**config.mk**
```make
export PLATFORM = sky130hd
export DESIGN_NAME = countdown_twodigit
export DESIGN_NICKNAME = d
export VERILOG_FILES = /design/src/rtl/countdown_pkg.sv /design/src/rtl/seg7_decode.sv /design/src/rtl/countdown_twodigit.sv
export SDC_FILE = /design/constraint.sdc
export NUM_CORES = 1
export LEC_CHECK = 0
export CORE_MARGIN = 2
export CORE_UTILIZATION = 40
export CTS_CLUSTER_DIAMETER = 80
export DETAILED_ROUTE_END_ITERATION = 10
export SYNTH_ARGS = -nofsm -noshare
export SYNTH_HDL_FRONTEND = slang
export SYNTH_SLANG_ARGS = --single-unit
```
**constraint.sdc**
```tcl
create_clock -name clk -period 3.6 [get_ports clk]
set_input_delay 0.54 -clock clk [delete_from_list [all_inputs] [get_ports clk]]
set_output_delay 0.54 -clock clk [all_outputs]
set_load 0.02 [all_outputs]
```
**src/rtl/countdown_pkg.sv**
```systemverilog
// Shared constants and helpers for the two-digit BCD countdown timer.
package countdown_pkg;

  typedef enum logic [1:0] {
    IDLE  = 2'd0,
    RUN   = 2'd1,
    PAUSE = 2'd2,
    ALARM = 2'd3
  } state_t;

  localparam logic [3:0] BCD_MAX   = 4'd9;
  localparam logic [6:0] SEG_BLANK = 7'b0000000;

  // Digit enables are active-low: the zero bit marks the lit digit.
  localparam logic [1:0] COM_ONES = 2'b10;
  localparam logic [1:0] COM_TENS = 2'b01;

  // Segment patterns, bit order gfedcba, active-high.
  localparam logic [6:0] SEG_0 = 7'b0111111;
  localparam logic [6:0] SEG_1 = 7'b0000110;
  localparam logic [6:0] SEG_2 = 7'b1011011;
  localparam logic [6:0] SEG_3 = 7'b1001111;
  localparam logic [6:0] SEG_4 = 7'b1100110;
  localparam logic [6:0] SEG_5 = 7'b1101101;
  localparam logic [6:0] SEG_6 = 7'b1111101;
  localparam logic [6:0] SEG_7 = 7'b0000111;
  localparam logic [6:0] SEG_8 = 7'b1111111;
  localparam logic [6:0] SEG_9 = 7'b1100111;

  // Clamp a switch-supplied digit into the legal BCD range.
  function automatic logic [3:0] bcd_sat(input logic [3:0] d);
    logic [3:0] r;
    if (d > BCD_MAX) begin
      r = BCD_MAX;
    end else begin
      r = d;
    end
    return r;
  endfunction

endpackage

```
**src/rtl/seg7_decode.sv**
```systemverilog
// BCD digit to gfedcba segment decoder; non-decimal codes show blank.
module seg7_decode
  import countdown_pkg::*;
(
  input  logic [3:0] digit,
  output logic [6:0] seg
);

  // Look up the segment pattern for the presented digit.
  always_comb begin
    seg = SEG_BLANK;
    case (digit)
      4'd0:    seg = SEG_0;
      4'd1:    seg = SEG_1;
      4'd2:    seg = SEG_2;
      4'd3:    seg = SEG_3;
      4'd4:    seg = SEG_4;
      4'd5:    seg = SEG_5;
      4'd6:    seg = SEG_6;
      4'd7:    seg = SEG_7;
      4'd8:    seg = SEG_8;
      4'd9:    seg = SEG_9;
      default: seg = SEG_BLANK;
    endcase
  end

endmodule

```
**src/rtl/countdown_twodigit.sv**
```systemverilog
// Two-digit BCD countdown alarm timer with multiplexed 7-segment output.
// All display outputs are computed from next-state values so that o, com
// and the count they depict always change on the same clock edge.
module countdown_twodigit
  import countdown_pkg::*;
#(
  parameter int TICK_DIV = 10000000,
  parameter int MUX_DIV  = 50000
) (
  input  logic       clk,
  input  logic       rst_n,
  input  logic       load,
  input  logic [3:0] set_ten,
  input  logic [3:0] set_one,
  input  logic       start,
  input  logic       stop,
  input  logic       clear,
  output logic       sp,
  output logic [6:0] o,
  output logic [1:0] com
);

  localparam int TICK_W = (TICK_DIV > 1) ? $clog2(TICK_DIV) : 1;
  localparam int MUX_W  = (MUX_DIV > 1) ? $clog2(MUX_DIV) : 1;
  localparam logic [TICK_W-1:0] TICK_LAST = TICK_W'(TICK_DIV - 1);
  localparam logic [MUX_W-1:0]  MUX_LAST  = MUX_W'(MUX_DIV - 1);

  state_t            state_r, state_s;
  logic [3:0]        ten_r, ten_s;
  logic [3:0]        one_r, one_s;
  logic [TICK_W-1:0] tick_cnt_r, tick_cnt_s;
  logic [MUX_W-1:0]  mux_cnt_r, mux_cnt_s;
  logic              blink_r, blink_s;
  logic              sp_r, sp_s;
  logic [1:0]        com_r, com_s;
  logic [6:0]        o_r, o_s;
  logic              tick_s;
  logic              mux_wrap_s;
  logic [3:0]        digit_s;
  logic [6:0]        seg_s;

  // The divider only advances while counting down or blinking the alarm.
  assign tick_s = ((state_r == RUN) || (state_r == ALARM)) && (tick_cnt_r == TICK_LAST);

  // The alarm output rises one cycle after ALARM is entered and drops on exit.
  assign sp_s = (state_r == ALARM) && (state_s == ALARM);

  // Next state, count, tick divider and blink phase with load > clear > stop > start > tick.
  always_comb begin
    state_s = state_r;
    ten_s   = ten_r;
    one_s   = one_r;
    blink_s = blink_r;
    case (state_r)
      RUN, ALARM: tick_cnt_s = tick_s ? TICK_W'(0) : (tick_cnt_r + TICK_W'(1));
      PAUSE:      tick_cnt_s = tick_cnt_r;
      default:    tick_cnt_s = TICK_W'(0);
    endcase

    if (load) begin
      ten_s      = bcd_sat(set_ten);
      one_s      = bcd_sat(set_one);
      state_s    = IDLE;
      tick_cnt_s = TICK_W'(0);
      blink_s    = 1'b0;
    end else if (clear) begin
      ten_s      = 4'd0;
      one_s      = 4'd0;
      state_s    = IDLE;
      tick_cnt_s = TICK_W'(0);
      blink_s    = 1'b0;
    end else begin
      case (state_r)
        IDLE: begin
          if (start && ((ten_r != 4'd0) || (one_r != 4'd0))) begin
            state_s    = RUN;
            tick_cnt_s = TICK_W'(0);
          end else begin
            state_s = IDLE;
          end
        end
        RUN: begin
          if (stop) begin
            // Freeze the divider where it stands; resuming restarts it anyway.
            state_s    = PAUSE;
            tick_cnt_s = tick_cnt_r;
          end else if (tick_s) begin
            if (one_r != 4'd0) begin
              one_s = one_r - 4'd1;
            end else if (ten_r != 4'd0) begin
              one_s = BCD_MAX;
              ten_s = ten_r - 4'd1;
            end else begin
              one_s = one_r;
              ten_s = ten_r;
            end
            if ((ten_s == 4'd0) && (one_s == 4'd0)) begin
              state_s = ALARM;
              blink_s = 1'b0;
            end else begin
              state_s = RUN;
            end
          end else begin
            state_s = RUN;
          end
        end
        PAUSE: begin
          if (start) begin
            state_s    = RUN;
            tick_cnt_s = TICK_W'(0);
          end else begin
            state_s = PAUSE;
          end
        end
        ALARM: begin
          if (tick_s) begin
            blink_s = ~blink_r;
          end else begin
            blink_s = blink_r;
          end
        end
        default: begin
          state_s = IDLE;
        end
      endcase
    end
  end

  // Free-running digit multiplexer; com alternates between the two digits.
  always_comb begin
    mux_wrap_s = (mux_cnt_r == MUX_LAST);
    if (mux_wrap_s) begin
      mux_cnt_s = MUX_W'(0);
      com_s     = (com_r == COM_ONES) ? COM_TENS : COM_ONES;
    end else begin
      mux_cnt_s = mux_cnt_r + MUX_W'(1);
      com_s     = com_r;
    end
  end

  assign digit_s = (com_s == COM_ONES) ? one_s : ten_s;

  seg7_decode u_seg7_decode (
    .digit (digit_s),
    .seg   (seg_s)
  );

  // Segment pattern for the digit about to be lit, with blanking and alarm blink.
  always_comb begin
    if (state_s == ALARM) begin
      o_s = blink_s ? SEG_BLANK : SEG_0;
    end else if ((com_s == COM_TENS) && (ten_s == 4'd0)) begin
      o_s = SEG_BLANK;
    end else begin
      o_s = seg_s;
    end
  end

  // Timer state, BCD count, tick divider and alarm output registers.
  always_ff @(posedge clk or negedge rst_n) begin
    if (!rst_n) begin
      state_r    <= IDLE;
      ten_r      <= 4'd0;
      one_r      <= 4'd0;
      tick_cnt_r <= TICK_W'(0);
      blink_r    <= 1'b0;
      sp_r       <= 1'b0;
    end else begin
      state_r    <= state_s;
      ten_r      <= ten_s;
      one_r      <= one_s;
      tick_cnt_r <= tick_cnt_s;
      blink_r    <= blink_s;
      sp_r       <= sp_s;
    end
  end

  // Display multiplexer registers.
  always_ff @(posedge clk or negedge rst_n) begin
    if (!rst_n) begin
      mux_cnt_r <= MUX_W'(0);
      com_r     <= COM_ONES;
      o_r       <= SEG_0;
    end else begin
      mux_cnt_r <= mux_cnt_s;
      com_r     <= com_s;
      o_r       <= o_s;
    end
  end

  assign sp  = sp_r;
  assign com = com_r;
  assign o   = o_r;

endmodule
```
== Word-level counts from Yosys, hierarchy flattened ==
Memories as Yosys holds them, arrays and structs flattened.
Cells that the tools add are included.

* RAM bits: 0
* Output and inout port bits: 10
* Register bits: 61
* Word-level logic and storage cells: 97
* Memories: 1
* Latch bits: 0
* Input bits: 14
* ROM bits: 112

* Bitwise logic cells: 1
* Order comparisons: 2
* $mul: 0
* Equality and inequality tests: 10
* Shift operators: 0
* $add $sub $neg: 4
* Div/mod/pow operators: 0
* Reduce and logical (&&, ||, !) cells: 14
* Mux-type cells: 56

{| class="wikitable"
|+ Memories
! memory !! depth !! width !! read ports !! clocked after Yosys merged registers in !! wr ports !! line !! text
|-
| (no name shown) || 16 || 7 || 1 || 0 || 0 || seg7_decode.sv:12 || <nowiki>case (digit)</nowiki>
|}

{| class="wikitable"
|+ Operators by type and width
! kind !! number
|-
| two-way mux 24 bit || 6
|-
| two-way mux 4 bit || 27
|-
| case mux 24 bit (3 select lines) || 1
|-
| case mux 24 bit (2 select lines) || 1
|-
| adder 24 x 1 -> 24 bit, second input constant || 1
|-
| == test 24 bit, second input constant || 1
|-
| adder 16 x 1 -> 16 bit, second input constant || 1
|-
| == test 16 bit, second input constant || 1
|-
| two-way mux 16 bit || 1
|-
| two-way mux 2 bit || 8
|-
| two-way mux 7 bit || 2
|-
| zero test 4 bit || 3
|-
| == test 2 bit, second input constant || 5
|-
| > comparator 4 bit, second input constant || 2
|-
| nonzero test 4 bit || 2
|-
| subtractor 4 x 1 -> 4 bit, second input constant || 2
|-
| two-way mux 1 bit || 7
|-
| two-way mux 6 bit || 1
|-
| case mux 2 bit (3 select lines) || 1
|-
| logical AND 1 bit || 5
|-
| == test 2 x 1 -> 1 bit, second input constant || 2
|-
| inequality test 4 bit, second input constant || 1
|-
| zero test 2 bit || 1
|-
| logical OR 1 bit || 2
|-
| other kinds (3) || 3
|}

== Longest topological paths before layout ==
* Word-level depth: 18
* Depth in mapped cells: 14

== Modules after synthesis ==
A second synthesis with hierarchy kept.

* Cell total of the unflattened synthesis: 423
* Area, all modules: 3799.9 um^2

{| class="wikitable"
|+ By module, submodules not included
! module !! cells an instance !! area an instance (um^2) !! times used
|-
| countdown_twodigit || 396 || 3611.0 || 1
|-
| seg7_decode || 27 || 188.9 || 1
|}

== Worst setup path after synthesis ==
OpenSTA, ideal clock, no wires.

* Path type: register to register
* Start point: register one_r[0]
* End point: register o_r[0] (netlist: o[0])
* Setup time: 0.111 ns
* Data arrival time: 2.940 ns
* Path buffers: 1
* Path slack: 0.549 ns
* Stages on the path, launching flop included: 13
* Period minus slack after synthesis: 3.051 ns
* Cell sequence: dfrtp_1 clkbuf_1 inv_1 ha_1 or3b_4 nor2_1 o21ai_0 or3_1 o22ai_1 inv_1 ha_1 mux2_2 o311ai_0

{| class="wikitable"
|+ RTL lines
! element !! line !! text
|-
| from (decl) || countdown_twodigit.sv:30 || <nowiki>logic [3:0] one_r, one_s;</nowiki>
|-
| from (signal assigned) || countdown_twodigit.sv:171 || <nowiki>one_r <= one_s;</nowiki>
|-
| nonzero test 4 bit (*) || countdown_twodigit.sv:88 || <nowiki>if (one_r != 4'd0) begin</nowiki>
|-
| two-way mux 4 bit (*) || countdown_twodigit.sv:88 ||
|-
| two-way mux 4 bit (*) || countdown_twodigit.sv:87 || <nowiki>end else if (tick_s) begin</nowiki>
|-
| two-way mux 4 bit (*) || countdown_twodigit.sv:83 || <nowiki>if (stop) begin</nowiki>
|-
| two-way mux 4 bit (*) || countdown_twodigit.sv:73 || <nowiki>case (state_r)</nowiki>
|-
| two-way mux 4 bit (*) || countdown_twodigit.sv:66 || <nowiki>end else if (clear) begin</nowiki>
|-
| two-way mux 4 bit (*) || countdown_twodigit.sv:60 || <nowiki>if (load) begin</nowiki>
|-
| two-way mux 4 bit (*) || countdown_twodigit.sv:87 ||
|-
| [... 2 more ...] || -- ||
|-
| two-way mux 4 bit (*) || countdown_twodigit.sv:66 ||
|-
| two-way mux 4 bit (*) || countdown_twodigit.sv:60 ||
|-
| via ten_s[0] || countdown_twodigit.sv:29 || <nowiki>logic [3:0] ten_r, ten_s;</nowiki>
|-
| two-way mux 4 bit or zero test 4 bit (tied branches) || countdown_twodigit.sv:141, countdown_twodigit.sv:152 ||
|-
| memory read (16 x 7 bit) or logical AND 1 bit (tied branches) || -- ||
|-
| two-way mux 7 bit (*) || countdown_twodigit.sv:152 || <nowiki>end else if ((com_s == COM_TENS) && (ten_s == 4'd0)) begin</nowiki>
|-
| two-way mux 7 bit (*) || countdown_twodigit.sv:150 || <nowiki>if (state_s == ALARM) begin</nowiki>
|-
| via o_s[0] || countdown_twodigit.sv:36 || <nowiki>logic [6:0] o_r, o_s;</nowiki>
|-
| to (signal assigned) || countdown_twodigit.sv:187 || <nowiki>o_r <= o_s;</nowiki>
|-
| to (decl) || countdown_twodigit.sv:36 ||
|}

Mark *: on every way through the listed nets, which the timed path passes. The rest lies on a longest branch. The select of a mux whose other input is x is not followed.
A chain may end at the register's enable or synchronous reset.

== Worst setup path in the final report ==
Ends and elaborated chain as after synthesis.

==> results.json <==
{
  "cts_buffers": 9,
  "layout-drive-gt1-share": 0.1159,
  "syn_to_final_growth_pct": 15.50,
  "worstPathArrival_ns": 3.55,
  "critPathCaptureType": "register",
  "cap_viol_max_count": 0,
  "rsz0062_at_grt": "false",
  "clk_pin_slew_ns": 0.07,
  "vdd.ir_drop.worst_uv": 212.7,
  "wirelength_um": 9456,
  "status": "finished, final reports clean",
  "grt_start_max_net_pins": 27,
  "post-route-period-util": 0.9237,
  "busiest_layer": "met2",
  "syn_area_um2": 3963,
  "fin_skew_ns": 0.009163,
  "gr-usage-met1": 0.2628,
  "cts_num_sinks": 61,
  "dp_cells": 600,
  "portBuffers": 23,
  "postCtsSetupRepairBufs": 0,
  "synth.distinct_cells": 70,
  "avgSynthCellArea_um2": 8.865,
  "grt_overflow_total": 0,
  "via_per_inst": 5.617,
  "grt_pass1_vias": 3302,
  "timing.hold.ws_ns": 0.1666,
  "powerDensity_nw_per_um2": 350.8,
  "worst_pin_slew_ns": 0.7473,
  "fin_setup_tns_ns": 0,
  "grt_pass1_wl_um": 16200,
  "die-area_um2": 10720,
  "first_pass_iters": 5,
  "drv_slew": 0,
  "critPathKind": "register to register",
  "drc": 0,
  "use_met3": 0.03965,
  "die_w_um": 103.5,
  "ant_nets": 0,
  "rows": 36,
  "fillers": 930,
  "grt_usage": 0.1858,
  "met2_usage": 0.2734,
  "path_max_fanout": 8,
  "p_leak_nw": 1.824,
  "insertion_delay_ns": 0.35,
  "core_area_um2": 9684,
  "dpl.hpwl_um": 6909,
  "htree_levels": 3,
  "synth-edff-count": 0,
  "cts_resized": 0,
  "start_util": 0.4092,
  "detail_route.wl_per_cell_um": 15.35,
  "setup_viol": 0,
  "drt_iter0_drc": 206,
  "timing.final.crit_period_ns": 3.325,
  "yosys_warnings": 0,
  "clockBufferDepth": 2,
  "fmax_ghz": 0.3007,
  "hold_buffers": 0,
  "syn_nets": 470,
  "cp.required_ns": 3.82,
  "pre_cts_ws_ns": 0.09379,
  "maxSlewHeadroom": 0.4965,
  "final_cells": 616,
  "grt_antenna_before_repair": 0,
  "n_antenna_cell": 0,
  "die_h_um": 103.5,
  "cts_tree": "done",
  "io_pins": 24,
  "ys_seq_area_frac": 0.3874,
  "postSynthCellCount": 447,
  "ys_ff_latch": 61,
  "async_flop_share": 1.000,
  "fin_nets": 501,
  "fin_ws_ns": 0.2745,
  "ys.flop_type": "dfrtp_1",
  "cp-start-kind": "register",
  "cts-root-buf": "clkbuf_8",
  "hold_viol": 0,
  "gp_congestion": 0.9163,
  "via_count": 3460,
  "hold_class": "input port to async pin"
}
## routing by layer
metal  vias up  routed length, um
met5         -                  0
met4         0                148
met3        12                450
met2        84               4161
met1      1671               4696
li1       1693                  -
## through the flow
step | util | cell area (um2) | power (mW)
floorplan | - | 3963 | 0.8690
finish | 0.4726 | 4577 | 1.606
CTS | 0.4726 | 4577 | 1.626
global route | 0.4726 | 4577 | 1.684
detailed placement | 0.4513 | 4370 | 0.9589
global placement | 0.4513 | 4370 | 0.9570
## cell type report
class	count	area, um2	share of cell area
clock inverter	5	75.07	0.01640
multi-input combinational	354	2278	0.4978
tap	133	166.4	0.03636
timing repair buffer	38	337.8	0.07381
sequential	61	1535	0.3354
inverter	14	52.55	0.01148
clock buffer	11	131.4	0.02870
## cells by family after synthesis
logic type	after synthesis	synth area share
buffers and inverters	32	0.03757
XOR/XNOR	24	0.05778
multiplexers	10	0.02715
AO/OA/AOI/OAI	110	0.1803
AND/OR/NAND/NOR	201	0.2813
adder cells (fa/ha/maj)	9	0.02842
flip-flops	61	0.3874
## where the power goes
group          internal [mW]  switching (mW)  total [mW]
sequential             0.711          0.0179       0.729
combinational         0.0964           0.122       0.218
clock                  0.386           0.272       0.658
total                   1.19           0.412        1.61
## worst max-delay path: stages, from the launching register on
cell and delay, ns:
dfrtp_1 0.48, inv_1 0.12, ha_1 0.26, nor3b_1 0.46, nand2_1 0.15, o311ai_1 0.28
o311ai_1 0.23, mux2i_2 0.37, inv_1 0.14, or4_1 0.55, o311ai_0 0.15
## placed cells by master, fill, tap and decap left out, drive strengths merged, types with 6 or more instances in the layout
cell type	netlist	routed
a21oi	19	19
and3	9	9
and4	6	6
buf	6	16
clkbuf	12	11
clkdlybuf4s50	0	22
dfrtp	54	54
dfstp	7	7
ha	9	9
inv	14	14
mux2i	7	7
nand2	52	52
nand2b	6	6
nand3	17	17
nand4	11	11
nor2	34	34
nor2b	7	7
nor3	12	12
nor3b	7	7
nor4	8	8
o21ai	45	45
o31ai	7	7
or3	6	6
xnor2	14	14
xor2	10	10
## registers in the layout (all words and copies together), names as in the netlist
signal,flops
com,2
ten_r,4
tick_cnt_r,24
o,7
sp,1
mux_cnt_r,16
blink_r,1
one_r,4
state_r,2
## synth_stat cells, types with 5 or more instances
library cell | instances | share of area
dfrtp_1 | 54 | 0.34
nand2_1 | 52 | 0.049
o21ai_0 | 43 | 0.054
nor2_1 | 34 | 0.032
a21oi_1 | 19 | 0.024
nand3_1 | 16 | 0.020
inv_1 | 14 | 0.013
xnor2_1 | 13 | 0.029
clkbuf_1 | 12 | 0.011
nand4_1 | 11 | 0.017
nor3_1 | 11 | 0.014
xor2_1 | 10 | 0.022
and3_1 | 9 | 0.014
ha_1 | 9 | 0.028
dfstp_2 | 7 | 0.046
nor2b_1 | 7 | 0.011
nor4_1 | 7 | 0.011
mux2i_1 | 6 | 0.015
nand2b_1 | 6 | 0.0095
nor3b_1 | 6 | 0.011
o31ai_1 | 6 | 0.011
a21o_1 | 5 | 0.0095
and2_1 | 5 | 0.0079
and4_1 | 5 | 0.011
or3_1 | 5 | 0.0079
## worst paths after layout
kind | start | end | slack [ns] | cells after the start
min in group clk | mux_cnt_r[0]$_DFF_PN0_ | mux_cnt_r[0]$_DFF_PN0_ | 0.46 | 1
worst max-delay path | one_r[0]$_DFF_PN0_ | o[0]$_DFF_PN1_ | 0.27 | 10
worst min-delay path | rst_n | tick_cnt_r[12]$_DFFE_PN0P_ | 0.17 | 1
worst min register to register | mux_cnt_r[0]$_DFF_PN0_ | mux_cnt_r[0]$_DFF_PN0_ | 0.46 | 1
worst max register to register | one_r[0]$_DFF_PN0_ | o[0]$_DFF_PN1_ | 0.27 | 10
max in group asynchronous | rst_n | o[1]$_DFF_PN1_ | 2.64 | 2
No activity file was read; power rests on OpenSTA's default activity.
